==> src/rtl/uart_pkg.sv <==
// Shared constants for the buffered serial-port controller.
//   UART_DATA_ADDR / UART_STAT_ADDR : CPU-visible register addresses
//   ST_*                            : bit positions inside the status word
//   TX_*                            : transmit sequencer state encodings
package uart_pkg;

    localparam logic [31:0] UART_DATA_ADDR = 32'hBFD0_03F8;
    localparam logic [31:0] UART_STAT_ADDR = 32'hBFD0_03FC;

    localparam int ST_TX_NOTFULL  = 0;
    localparam int ST_RX_NONEMPTY = 1;
    localparam int ST_RX_OVF      = 2;

    typedef logic [1:0] tx_state_t;

    localparam tx_state_t TX_IDLE      = 2'd0;
    localparam tx_state_t TX_LOAD      = 2'd1;
    localparam tx_state_t TX_WAIT_BUSY = 2'd2;
    localparam tx_state_t TX_WAIT_DONE = 2'd3;

endpackage

==> src/rtl/uart_byte_fifo.sv <==
// Byte-wide synchronous FIFO with first-word fall-through read data.
//   clk, resetn : clock, asynchronous active-low reset
//   push, din   : write din at the edge (ignored when full)
//   pop, dout   : dout is the current head; pop advances it (ignored when empty)
//   full, empty : occupancy flags
//   count       : number of stored bytes
module uart_byte_fifo #(
    parameter int DEPTH = 16
) (
    input  logic                     clk,
    input  logic                     resetn,
    input  logic                     push,
    input  logic                     pop,
    input  logic [7:0]               din,
    output logic [7:0]               dout,
    output logic                     full,
    output logic                     empty,
    output logic [$clog2(DEPTH):0]   count
);

    localparam int AW = $clog2(DEPTH);
    localparam logic [AW-1:0] PTR_ONE  = AW'(1);
    localparam logic [AW:0]   CNT_ONE  = (AW+1)'(1);
    localparam logic [AW:0]   CNT_FULL = (AW+1)'(DEPTH);

    logic [7:0]    mem [DEPTH];
    logic [AW-1:0] wr_ptr;
    logic [AW-1:0] rd_ptr;
    logic          do_push;
    logic          do_pop;

    assign full    = (count == CNT_FULL);
    assign empty   = (count == '0);
    assign do_push = push && !full;
    assign do_pop  = pop && !empty;
    assign dout    = mem[rd_ptr];

    // NOTE: the storage array has no reset; only pointers and count define
    // which entries are valid, so clearing the data would buy nothing.
    always_ff @(posedge clk) begin
        if (do_push) begin
            mem[wr_ptr] <= din;
        end
    end

    always_ff @(posedge clk or negedge resetn) begin
        if (!resetn) begin
            wr_ptr <= '0;
            rd_ptr <= '0;
            count  <= '0;
        end else begin
            if (do_push) begin
                wr_ptr <= wr_ptr + PTR_ONE;
            end
            if (do_pop) begin
                rd_ptr <= rd_ptr + PTR_ONE;
            end
            // Simultaneous push and pop leave the occupancy unchanged.
            case ({do_push, do_pop})
                2'b10:   count <= count + CNT_ONE;
                2'b01:   count <= count - CNT_ONE;
                default: count <= count;
            endcase
        end
    end

endmodule

==> src/rtl/uart_fifo_ctrl.sv <==
// Buffered serial-port controller between the CPU memory stage and the
// async_transmitter / async_receiver pair.
//   clk, resetn              : clock, asynchronous active-low reset
//   mem_en, mem_we, mem_addr : CPU access qualifier, store flag, byte address
//   cpu_wdata / cpu_rdata    : store data (bits [7:0]) / combinational load data
//   stall                    : holds the pipeline on a store to a full TX FIFO
//   txd_busy, txd_start,
//   txd_data                 : transmitter handshake (start is a 1-cycle pulse)
//   rxd_data_ready, rxd_data,
//   rxd_clear                : receiver handshake (clear is a 1-cycle pulse)
module uart_fifo_ctrl
    import uart_pkg::*;
#(
    parameter int TX_DEPTH = 16,
    parameter int RX_DEPTH = 16
) (
    input  logic        clk,
    input  logic        resetn,
    input  logic        mem_en,
    input  logic        mem_we,
    input  logic [31:0] mem_addr,
    input  logic [31:0] cpu_wdata,
    output logic [31:0] cpu_rdata,
    output logic        stall,
    input  logic        txd_busy,
    output logic        txd_start,
    output logic [7:0]  txd_data,
    input  logic        rxd_data_ready,
    input  logic [7:0]  rxd_data,
    output logic        rxd_clear
);

    logic hit_data;
    logic hit_stat;
    logic stat_rd;

    logic       tx_push;
    logic       tx_pop;
    logic [7:0] tx_head;
    logic       tx_full;
    logic       tx_empty;
    logic [$clog2(TX_DEPTH):0] tx_count;

    logic       rx_cap;
    logic       rx_push;
    logic       rx_pop;
    logic [7:0] rx_head;
    logic       rx_full;
    logic       rx_empty;
    logic [$clog2(RX_DEPTH):0] rx_count;

    logic       rx_ovf;
    tx_state_t  tx_state;

    logic unused_bits;
    assign unused_bits = ^{cpu_wdata[31:8], tx_count, rx_count};

    // Address decode and CPU-side FIFO control.
    assign hit_data = mem_en && (mem_addr == UART_DATA_ADDR);
    assign hit_stat = mem_en && (mem_addr == UART_STAT_ADDR);
    assign stat_rd  = hit_stat && !mem_we;

    // The full check deliberately ignores a same-cycle pop by the sequencer,
    // keeping stall free of any path from the transmit state machine.
    assign tx_push = hit_data && mem_we && !tx_full;
    assign stall   = hit_data && mem_we && tx_full;
    assign rx_pop  = hit_data && !mem_we && !rx_empty;

    // NOTE: every combinational output gets a default before the branches,
    // so no path leaves it unassigned and no latch is inferred.
    always_comb begin
        cpu_rdata = '0;
        if (stat_rd) begin
            cpu_rdata[ST_TX_NOTFULL]  = !tx_full;
            cpu_rdata[ST_RX_NONEMPTY] = !rx_empty;
            cpu_rdata[ST_RX_OVF]      = rx_ovf;
        end else if (rx_pop) begin
            cpu_rdata[7:0] = rx_head;
        end
    end

    // Receive capture: one capture per ready, then a clear pulse; the clear
    // cycle itself masks the still-asserted ready from being taken twice.
    assign rx_cap  = rxd_data_ready && !rxd_clear;
    assign rx_push = rx_cap && !rx_full;

    always_ff @(posedge clk or negedge resetn) begin
        if (!resetn) begin
            rxd_clear <= 1'b0;
            rx_ovf    <= 1'b0;
        end else begin
            rxd_clear <= rx_cap;
            // A drop in the same cycle as a status read must not be lost.
            if (rx_cap && rx_full) begin
                rx_ovf <= 1'b1;
            end else if (stat_rd) begin
                rx_ovf <= 1'b0;
            end
        end
    end

    // Transmit sequencer. Only LOAD pops, and LOAD is entered only with a
    // non-empty FIFO, so the pop is always honoured.
    assign tx_pop = (tx_state == TX_LOAD);

    always_ff @(posedge clk or negedge resetn) begin
        if (!resetn) begin
            tx_state  <= TX_IDLE;
            txd_start <= 1'b0;
            txd_data  <= 8'h00;
        end else begin
            // NOTE: the pulse default is a non-blocking assignment that the
            // LOAD branch overrides; the last scheduled update wins.
            txd_start <= 1'b0;
            case (tx_state)
                TX_IDLE: begin
                    // Waiting on !txd_busy also lets a frame that was in flight
                    // across a controller reset finish undisturbed.
                    if (!tx_empty && !txd_busy) begin
                        tx_state <= TX_LOAD;
                    end
                end
                TX_LOAD: begin
                    txd_data  <= tx_head;
                    txd_start <= 1'b1;
                    tx_state  <= TX_WAIT_BUSY;
                end
                TX_WAIT_BUSY: begin
                    if (txd_busy) begin
                        tx_state <= TX_WAIT_DONE;
                    end
                end
                default: begin
                    if (!txd_busy) begin
                        tx_state <= TX_IDLE;
                    end
                end
            endcase
        end
    end

    uart_byte_fifo #(.DEPTH(TX_DEPTH)) u_tx_fifo (
        .clk    (clk),
        .resetn (resetn),
        .push   (tx_push),
        .pop    (tx_pop),
        .din    (cpu_wdata[7:0]),
        .dout   (tx_head),
        .full   (tx_full),
        .empty  (tx_empty),
        .count  (tx_count)
    );

    uart_byte_fifo #(.DEPTH(RX_DEPTH)) u_rx_fifo (
        .clk    (clk),
        .resetn (resetn),
        .push   (rx_push),
        .pop    (rx_pop),
        .din    (rxd_data),
        .dout   (rx_head),
        .full   (rx_full),
        .empty  (rx_empty),
        .count  (rx_count)
    );

endmodule

==> config.mk <==
export PLATFORM = sky130hd
export DESIGN_NAME = uart_fifo_ctrl
export DESIGN_NICKNAME = d
export VERILOG_FILES = /design/src/rtl/uart_pkg.sv /design/src/rtl/uart_byte_fifo.sv /design/src/rtl/uart_fifo_ctrl.sv
export SDC_FILE = /design/constraint.sdc
export NUM_CORES = 1
export LEC_CHECK = 0
export BUFFER_PORTS_ARGS = -buffer_cell sky130_fd_sc_hd__clkbuf_2
export CAP_MARGIN = 20
export CORE_UTILIZATION = 25
export CTS_CLUSTER_SIZE = 16
export DETAILED_ROUTE_END_ITERATION = 16
export PLACE_DENSITY = 0.37
export RECOVER_POWER = 50
export SYNTH_ARGS = -nofsm -noshare
export SYNTH_HDL_FRONTEND = slang
export SYNTH_SLANG_ARGS = --single-unit
==> constraint.sdc <==
create_clock -name clk -period 6.2 [get_ports clk]
set_input_delay 1.24 -clock clk [delete_from_list [all_inputs] [get_ports clk]]
set_output_delay 1.24 -clock clk [all_outputs]
set_load 0.01 [all_outputs]
Word-level counts from Yosys, hierarchy flattened
Memories as Yosys holds them, arrays and structs flattened. A register that Yosys moved wholly into a read port is not among the register bits.
Cells that the tools add are included.
W data, S select, Z words.

word-level totals
  output and inout port bits = 43
  word-level logic and storage cells = 80
  register bits after elaboration = 31
  memory bits (writable) = 256
  input bits = 78
  memories kept = 2

cells by class
  reductions and logical operators = 31
  muxes and demuxes = 16
  add/sub/neg operators = 8
  equality and inequality tests = 13

memories
  memory         words  width  rd ports  clocked after Yosys merged registers in  write ports  line                  RTL
  u_rx_fifo.mem  16     8      1         0                                        1            uart_byte_fifo.sv:26  logic [7:0] mem [DEPTH];
  u_tx_fifo.mem  16     8      1         1                                        1            uart_byte_fifo.sv:26

operators with widths
  cell                    number
  $eq A32 B32 Y1 const B  2
  $pmux W5 S2             2
  $add A4 B1 Y4 const B   4
  $logic_and A1 B1 Y1     16
  $add A5 B1 Y5 const B   2
  $eq A5 B5 Y1 const B    2
  $logic_not A5 Y1        2
  $sub A5 B1 Y5 const B   2
  $logic_not A1 Y1        8
  $mux W8                 1
  $mux W1                 7
  $eq A2 B1 Y1 const B    3
  $eq A2 B2 Y1 const B    3
  $mux W2                 3
  $pmux W2 S3             1
  $reduce_bool A2 Y1      3
  $mux W5                 1
  $ne A2 B2 Y1 const B    2
  $ne A4 B1 Y1 const B    1
  $mux W3                 1
  $reduce_and A3 Y1       1
  $logic_not A2 Y1        1

Depth between registers and ports, before layout
  word-level depth = 7
  depth in mapped cells = 15
  gate-level depth less buffers = 12

Modules after synthesis
From an unflattened synthesis, not the netlist that was laid out.

unflattened totals
  cell total of the unflattened synthesis = 760
  area total of the unflattened synthesis = 12509.5 um^2

by module, submodules not included
  module          cells each  seq. area each (um^2)  instances  area an instance (um^2)
  uart_byte_fifo  332         4169.0                 2          5779.3
  uart_fifo_ctrl  96          325.3                  1          950.9

Least setup slack after synthesis
No wires, ideal clock.

  path kind = input-to-reg
  start point = input mem_addr[18]
  end point = register u_rx_fifo.count[4]
  required time = 6.120 ns
  library setup time = 0.080 ns
  path buffers = 1
  stages on the path = 13
  arrival time = 3.865 ns
  slack = 2.255 ns
  path through = nor4bb_1 nand4_1 or4b_2 buf_4 inv_1 ha_1 xor2_1 ha_1 nor2_1 o21ai_0 a21o_1 a221oi_1 xnor2_1

between the ends
  cells in the longest elaborated chain, start to end = 7
  elaborated cells on any way between the ends = 9
  those cells by class = eq/ne: 3; mux: 1; reduce/logical: 5

ends and longest elaborated chain
  element                                            line                  RTL
  start: declaration                                 uart_fifo_ctrl.sv:21  input logic [31:0] mem_addr,
  $eq A32 B32 Y1 (*)                                 uart_fifo_ctrl.sv:59  assign hit_data = mem_en && (mem_addr == UART_DATA_ADDR);
  $logic_and A1 B1 Y1 (*)                            uart_fifo_ctrl.sv:59
  $logic_and A1 B1 Y1 (*) (2 in series)              uart_fifo_ctrl.sv:67  assign rx_pop = hit_data && !mem_we && !rx_empty;
  $logic_and A1 B1 Y1 (*)                            uart_byte_fifo.sv:35  assign do_pop = pop && !empty;
  via u_rx_fifo.do_pop                               uart_byte_fifo.sv:30  logic do_pop;
  $eq A2 B1 Y1 or $eq A2 B2 Y1 (tied branches)       uart_byte_fifo.sv:59  case ({do_push, do_pop})
  $pmux W5 S2 or $reduce_bool A2 Y1 (tied branches)  -
  end signal: assignment                             uart_byte_fifo.sv:60  2'b10: count <= count + CNT_ONE;
  end signal: assignment                             uart_byte_fifo.sv:61  2'b01: count <= count - CNT_ONE;
  end signal: assignment                             uart_byte_fifo.sv:62  default: count <= count;
  end: declaration                                   uart_byte_fifo.sv:18  output logic [$clog2(DEPTH):0] count

The timed path passes the listed nets; every way through them passes the cells marked *.
A chain may end at the register's enable or synchronous reset.

Worst setup path after layout
  start point = input mem_addr[10]
  end point = output cpu_rdata[4]

between the ends
  cells in the longest elaborated chain, start to end = 6
  elaborated cells on any way between the ends = 9
  those cells by class = eq/ne: 2; mux: 2; reduce/logical: 5

ends and longest elaborated chain
  element                            line                  RTL
  $eq A32 B32 Y1                     uart_fifo_ctrl.sv:59
  $logic_and A1 B1 Y1                uart_fifo_ctrl.sv:59
  $logic_and A1 B1 Y1 (2 in series)  uart_fifo_ctrl.sv:67
  $mux W8                            uart_fifo_ctrl.sv:77  end else if (rx_pop) begin
  $mux W5 (*)                        uart_fifo_ctrl.sv:73  if (stat_rd) begin
  end: declaration                   uart_fifo_ctrl.sv:23  output logic [31:0] cpu_rdata,

Mark *: on every way between the ends. The rest lies on a longest branch, timed or not.

==> report_table.html <==
<table>
<tr><th>Metric</th><th>Value</th></tr>
<tr><th colspan="2">Synthesis</th></tr>
<tr><td>Basic-gate share of the synthesized area counting and, or, nand and nor cells</td><td>4.92%</td></tr>
<tr><td>Synth async-reset ratio</td><td>13.2%</td></tr>
<tr><td>Post-Synth Adder-Cell Area</td><td>2.24%</td></tr>
<tr><td>Mux cell area share after synthesis</td><td>15.3%</td></tr>
<tr><td>Synth Area in Compound Gates</td><td>2.02%</td></tr>
<tr><td>Distinct cells, synth</td><td>47</td></tr>
<tr><td>Mean Syn Cell Area</td><td>18.5 um^2</td></tr>
<tr><td>Number of storage elements in the synthesis netlist</td><td>295</td></tr>
<tr><td>Cell with the most instances after synthesis</td><td>sky130_fd_sc_hd__edfxtp_1</td></tr>
<tr><td>Top post-synthesis cells by count</td><td>sky130_fd_sc_hd__edfxtp_1, sky130_fd_sc_hd__mux4_2, sky130_fd_sc_hd__dfrtp_1</td></tr>
<tr><td>Number of flops mapped to enable cells by yosys</td><td>256</td></tr>
<tr><td>Top post-synthesis cells by area</td><td>sky130_fd_sc_hd__edfxtp_1, sky130_fd_sc_hd__mux4_2, sky130_fd_sc_hd__dfrtp_1, sky130_fd_sc_hd__ha_1, sky130_fd_sc_hd__mux2i_1</td></tr>
<tr><td>Fraction of synthesized cell area taken by the top area cell type</td><td>62.6%</td></tr>
<tr><td>Sequential cell area fraction in the yosys report</td><td>70.5%</td></tr>
<tr><td>Xor and xnor area share after synthesis</td><td>1.64%</td></tr>
<tr><td>Warnings from Yosys</td><td>0</td></tr>
<tr><td>Largest area contributor in the synthesized netlist</td><td>sky130_fd_sc_hd__edfxtp_1</td></tr>
<tr><td>Flip-flop cell with the highest count after synthesis</td><td>sky130_fd_sc_hd__edfxtp_1</td></tr>
<tr><td>Cell count after synthesis</td><td>663</td></tr>
<tr><td>Combinational family with the most area after synthesis</td><td>multiplexers</td></tr>
<tr><td>Post-synthesis cell area</td><td>0.0123 mm^2</td></tr>
<tr><th colspan="2">Final layout</th></tr>
<tr><td>Area growth syn-to-layout</td><td>20.7%</td></tr>
<tr><td>Final antenna diode count</td><td>0</td></tr>
<tr><td>Fillcell total</td><td>4685</td></tr>
<tr><td>Number of nets in the layout</td><td>865</td></tr>
<tr><td>Proportion of layout cells with a drive suffix above 1</td><td>29.3%</td></tr>
<tr><th colspan="2">Timing</th></tr>
<tr><td>Worst slew pin tran</td><td>2550 ps</td></tr>
<tr><td>Final Worst Setup Slack</td><td>1560 ps</td></tr>
<tr><td>TNS Setup</td><td>0 ps</td></tr>
<tr><td>Rel. slew slack</td><td>-70.3%</td></tr>
<tr><td>Slew Limit Fails</td><td>40</td></tr>
<tr><td>Setup violation total in the final timing report</td><td>0</td></tr>
<tr><td>FMAX</td><td>216 MHz</td></tr>
<tr><td>Final Cycle Share</td><td>74.8%</td></tr>
<tr><td>Final Hold Fails</td><td>0</td></tr>
<tr><td>Shortest clock period the worst path allows after layout</td><td>4640 ps</td></tr>
<tr><td>RSZ-0062 raised after global routing</td><td>false</td></tr>
<tr><td>Setup clock skew after layout</td><td>29.5 ps</td></tr>
<tr><th colspan="2">Global routing</th></tr>
<tr><td>Total gr overflow</td><td>0</td></tr>
<tr><td>Largest net degree at the start of global routing</td><td>40</td></tr>
<tr><td>Number of antenna violations at the first check in global routing</td><td>1</td></tr>
<tr><td>Number of global-route vias before repair</td><td>6872</td></tr>
<tr><td>GRT Resource Usage Total</td><td>11.8%</td></tr>
<tr><td>First-pass GRT wire length</td><td>43000 um</td></tr>
<tr><th colspan="2">Drt</th></tr>
<tr><td>Detailed route wirelength on metal3</td><td>1330 um</td></tr>
<tr><td>Total routed wirelength</td><td>28500 um</td></tr>
<tr><td>Per-cell routed wire length</td><td>19.7 um</td></tr>
<tr><td>Detailed Routing Iterations Pass 1</td><td>4</td></tr>
<tr><td>Post-Route M1 WL</td><td>11900 um</td></tr>
<tr><td>Uppermost routed layer</td><td>met5</td></tr>
<tr><td>Detailed route wirelength on metal2</td><td>14600 um</td></tr>
<tr><td>Via-per-instance ratio</td><td>4.28</td></tr>
<tr><td>ANT nets after route</td><td>0</td></tr>
<tr><td>DRC violations left</td><td>0</td></tr>
<tr><td>Starting DRC count in detailed routing</td><td>324</td></tr>
<tr><td>Overall via count from detail_route</td><td>6202</td></tr>
<tr><th colspan="2">Setup path</th></tr>
<tr><td>Type of destination of the critical path</td><td>primary output</td></tr>
<tr><td>Worst Path Class, Setup</td><td>input port to primary output</td></tr>
<tr><td>Worst-case reg-to-reg path depth</td><td>11</td></tr>
<tr><td>Endpoint required time on the critical path</td><td>4960 ps</td></tr>
<tr><td>Max Fanout on Critical Path</td><td>12</td></tr>
<tr><td>Number of cells on the critical path</td><td>6</td></tr>
<tr><td>Maximum single-stage delay on the critical path</td><td>960 ps</td></tr>
<tr><td>Worst EP arrival</td><td>3400 ps</td></tr>
<tr><td>Cell class contributing the biggest share of worst-path delay</td><td>simple AND/OR/NAND/NOR gates</td></tr>
<tr><td>Most used cell, CP</td><td>sky130_fd_sc_hd__clkbuf_2</td></tr>
<tr><td>Cell type of the slowest stage on the worst timing path</td><td>sky130_fd_sc_hd__or4b_2</td></tr>
<tr><td>Series of cell instances along the critical path</td><td>clkbuf_2 -&gt; nor4_1 -&gt; nand4_1 -&gt; or4b_2 -&gt; nor2b_1 -&gt; clkbuf_2</td></tr>
<tr><td>Startpoint Class</td><td>input port</td></tr>
<tr><td>Worst path bufs/invs</td><td>2</td></tr>
<tr><th colspan="2">Placement</th></tr>
<tr><td>Worst slack at placement</td><td>1410 ps</td></tr>
<tr><td>Global placer's final weighted congestion</td><td>0.704</td></tr>
<tr><td>Final HPWL DP</td><td>18100 um</td></tr>
<tr><td>Port-buffer cells</td><td>72</td></tr>
<tr><th colspan="2">CTS</th></tr>
<tr><td>Num Clock Sinks</td><td>295</td></tr>
<tr><td>Number of buffers inserted for hold repair after clock tree synthesis</td><td>0</td></tr>
<tr><td>Clock tree from TritonCTS</td><td>yes</td></tr>
<tr><td>Buffers from clock root to sink, at most</td><td>3</td></tr>
<tr><td>Clock transition at the register clock pins on the worst setup and hold paths after CTS</td><td>60 ps</td></tr>
<tr><td>Number of post-CTS setup repair buffers</td><td>0</td></tr>
<tr><td>TritonCTS buffer count</td><td>37</td></tr>
<tr><td>Number of gates resized after cts</td><td>0</td></tr>
<tr><td>Clock root buffer master</td><td>sky130_fd_sc_hd__clkbuf_16</td></tr>
<tr><td>H-tree level count</td><td>2</td></tr>
<tr><td>Insertion delay to the later sink of the worst-skew pair</td><td>550 ps</td></tr>
<tr><th colspan="2">Job</th></tr>
<tr><td>Max-cap violation count</td><td>1</td></tr>
<tr><th colspan="2">Floorplanning</th></tr>
<tr><td>Vertical extent of the die</td><td>224 um</td></tr>
<tr><td>Top-Level Pins</td><td>121</td></tr>
<tr><td>Die area</td><td>0.0500 mm^2</td></tr>
<tr><td>Overall die width</td><td>224 um</td></tr>
<tr><td>Placeable core area</td><td>0.0481 mm^2</td></tr>
<tr><td>Starting density of the core</td><td>25.5%</td></tr>
<tr><td>Std-Cell Rows</td><td>80</td></tr>
<tr><th colspan="2">Min path</th></tr>
<tr><td>Worst min-delay path category</td><td>register to register</td></tr>
<tr><td>Cell depth of the worst hold path</td><td>1</td></tr>
<tr><th colspan="2">Status</th></tr>
<tr><td>Run status</td><td>finished with violations</td></tr>
<tr><td>Failing checks</td><td>capacitance limit, slew limit</td></tr>
<tr><th colspan="2">Power</th></tr>
<tr><td>IR drop worst, VDD</td><td>0.188 mV</td></tr>
<tr><td>Static Leakage</td><td>4.92 nW</td></tr>
<tr><td>Total power after layout</td><td>0.00515 W</td></tr>
<tr><td>Power per cell area</td><td>348 mW/mm^2</td></tr>
</table>
-- area by class of cell --
cell class	count	area (um^2)	share of cell area (%)
Multi-Input combinational cell	310	3380	22.8
Clock inverter	22	343	2.31
Clock buffer	45	987	6.66
Timing Repair Buffer	97	541	3.65
Tap cell	656	821	5.54
Sequential cell	295	8670	58.5
Inverter	24	90.1	0.608
-- registers in the layout (all words and copies together), names as in the netlist --
signal	cells
u_rx_fifo.mem	128
u_tx_fifo.mem	128
txd_data	8
u_rx_fifo.count	5
u_tx_fifo.count	5
u_rx_fifo.rd_ptr	4
u_rx_fifo.wr_ptr	4
u_tx_fifo.rd_ptr	4
u_tx_fifo.wr_ptr	4
tx_state	2
rx_ovf	1
rxd_clear	1
txd_start	1
-- cell usage in the layout, fill, tap and decap left out, types with 17 or more instances in the layout --
cell type                     n
sky130_fd_sc_hd__buf_4       19
sky130_fd_sc_hd__clkbuf_1    23
sky130_fd_sc_hd__clkbuf_16   38
sky130_fd_sc_hd__clkbuf_2    56
sky130_fd_sc_hd__conb_1      24
sky130_fd_sc_hd__dfrtp_1     36
sky130_fd_sc_hd__edfxtp_1   256
sky130_fd_sc_hd__ha_1        22
sky130_fd_sc_hd__inv_1       24
sky130_fd_sc_hd__mux2i_1     21
sky130_fd_sc_hd__mux4_2      70
sky130_fd_sc_hd__nand2_1     17
sky130_fd_sc_hd__nor2_1      18
-- worst reg2reg max path, delay by kind of cell, from the launching register on --
kind	cells	cell delay, ps
compound gates	4	1320
fa+ha+maj	2	630
flops	1	450
buf+inv	1	440
xor+xnor	2	340
simple gates	2	290
-- path summary, 6_finish.rpt --
kind | start | end | slack [ps]
min in group asynchronous | resetn | txd_data[2]$_DFFE_PN0P_ | 1600
max in group asynchronous | resetn | u_tx_fifo.rd_ptr[0]$_DFFE_PN0P_ | 2950
setup / recovery | mem_addr[10] | cpu_rdata[4] | 1560
setup reg to reg | u_rx_fifo.count[1]$_DFFE_PN0P_ | u_rx_fifo.count[4]$_DFFE_PN0P_ | 2650
hold / removal | u_tx_fifo.count[4]$_DFFE_PN0P_ | u_tx_fifo.count[4]$_DFFE_PN0P_ | 500
hold reg to reg | u_tx_fifo.count[4]$_DFFE_PN0P_ | u_tx_fifo.count[4]$_DFFE_PN0P_ | 500
-- metrics by stage --
stage,instance area (um^2),util [%],cells,hold WS [ps]
after global routing,14800,30.8,1449,523
final,14800,30.8,1449,501
after floorplan,12400,-,686,458
after detailed placement,13500,28.0,1380,489
after CTS,14800,30.8,1447,500
after global placement,13500,27.9,1375,482
-- report_power, final --
part	internal (W)	switching (W)
Sequential	0.00228	0.000102
Clock	0.00148	0.000842
Combinational	0.000174	0.000274
-- cells by family after synthesis --
group,after synthesis
adder cells (fa/ha/maj),22
AO/OA/AOI/OAI,37
other,1
buffers and inverters,81
multiplexers,99
XOR/XNOR,23
flip-flops,295
AND/OR/NAND/NOR,105
-- metal layers --
| layer | vias to the layer above | track usage (%) |
|---|---|---|
| li1 | 2787 | - |
| met1 | 3206 | 14.3 |
| met2 | 159 | 20.9 |
| met5 | - | 0 |
| met3 | 48 | 2.33 |
| met4 | 2 | 4.09 |
Note: power is estimated with default switching activity, not from simulation.
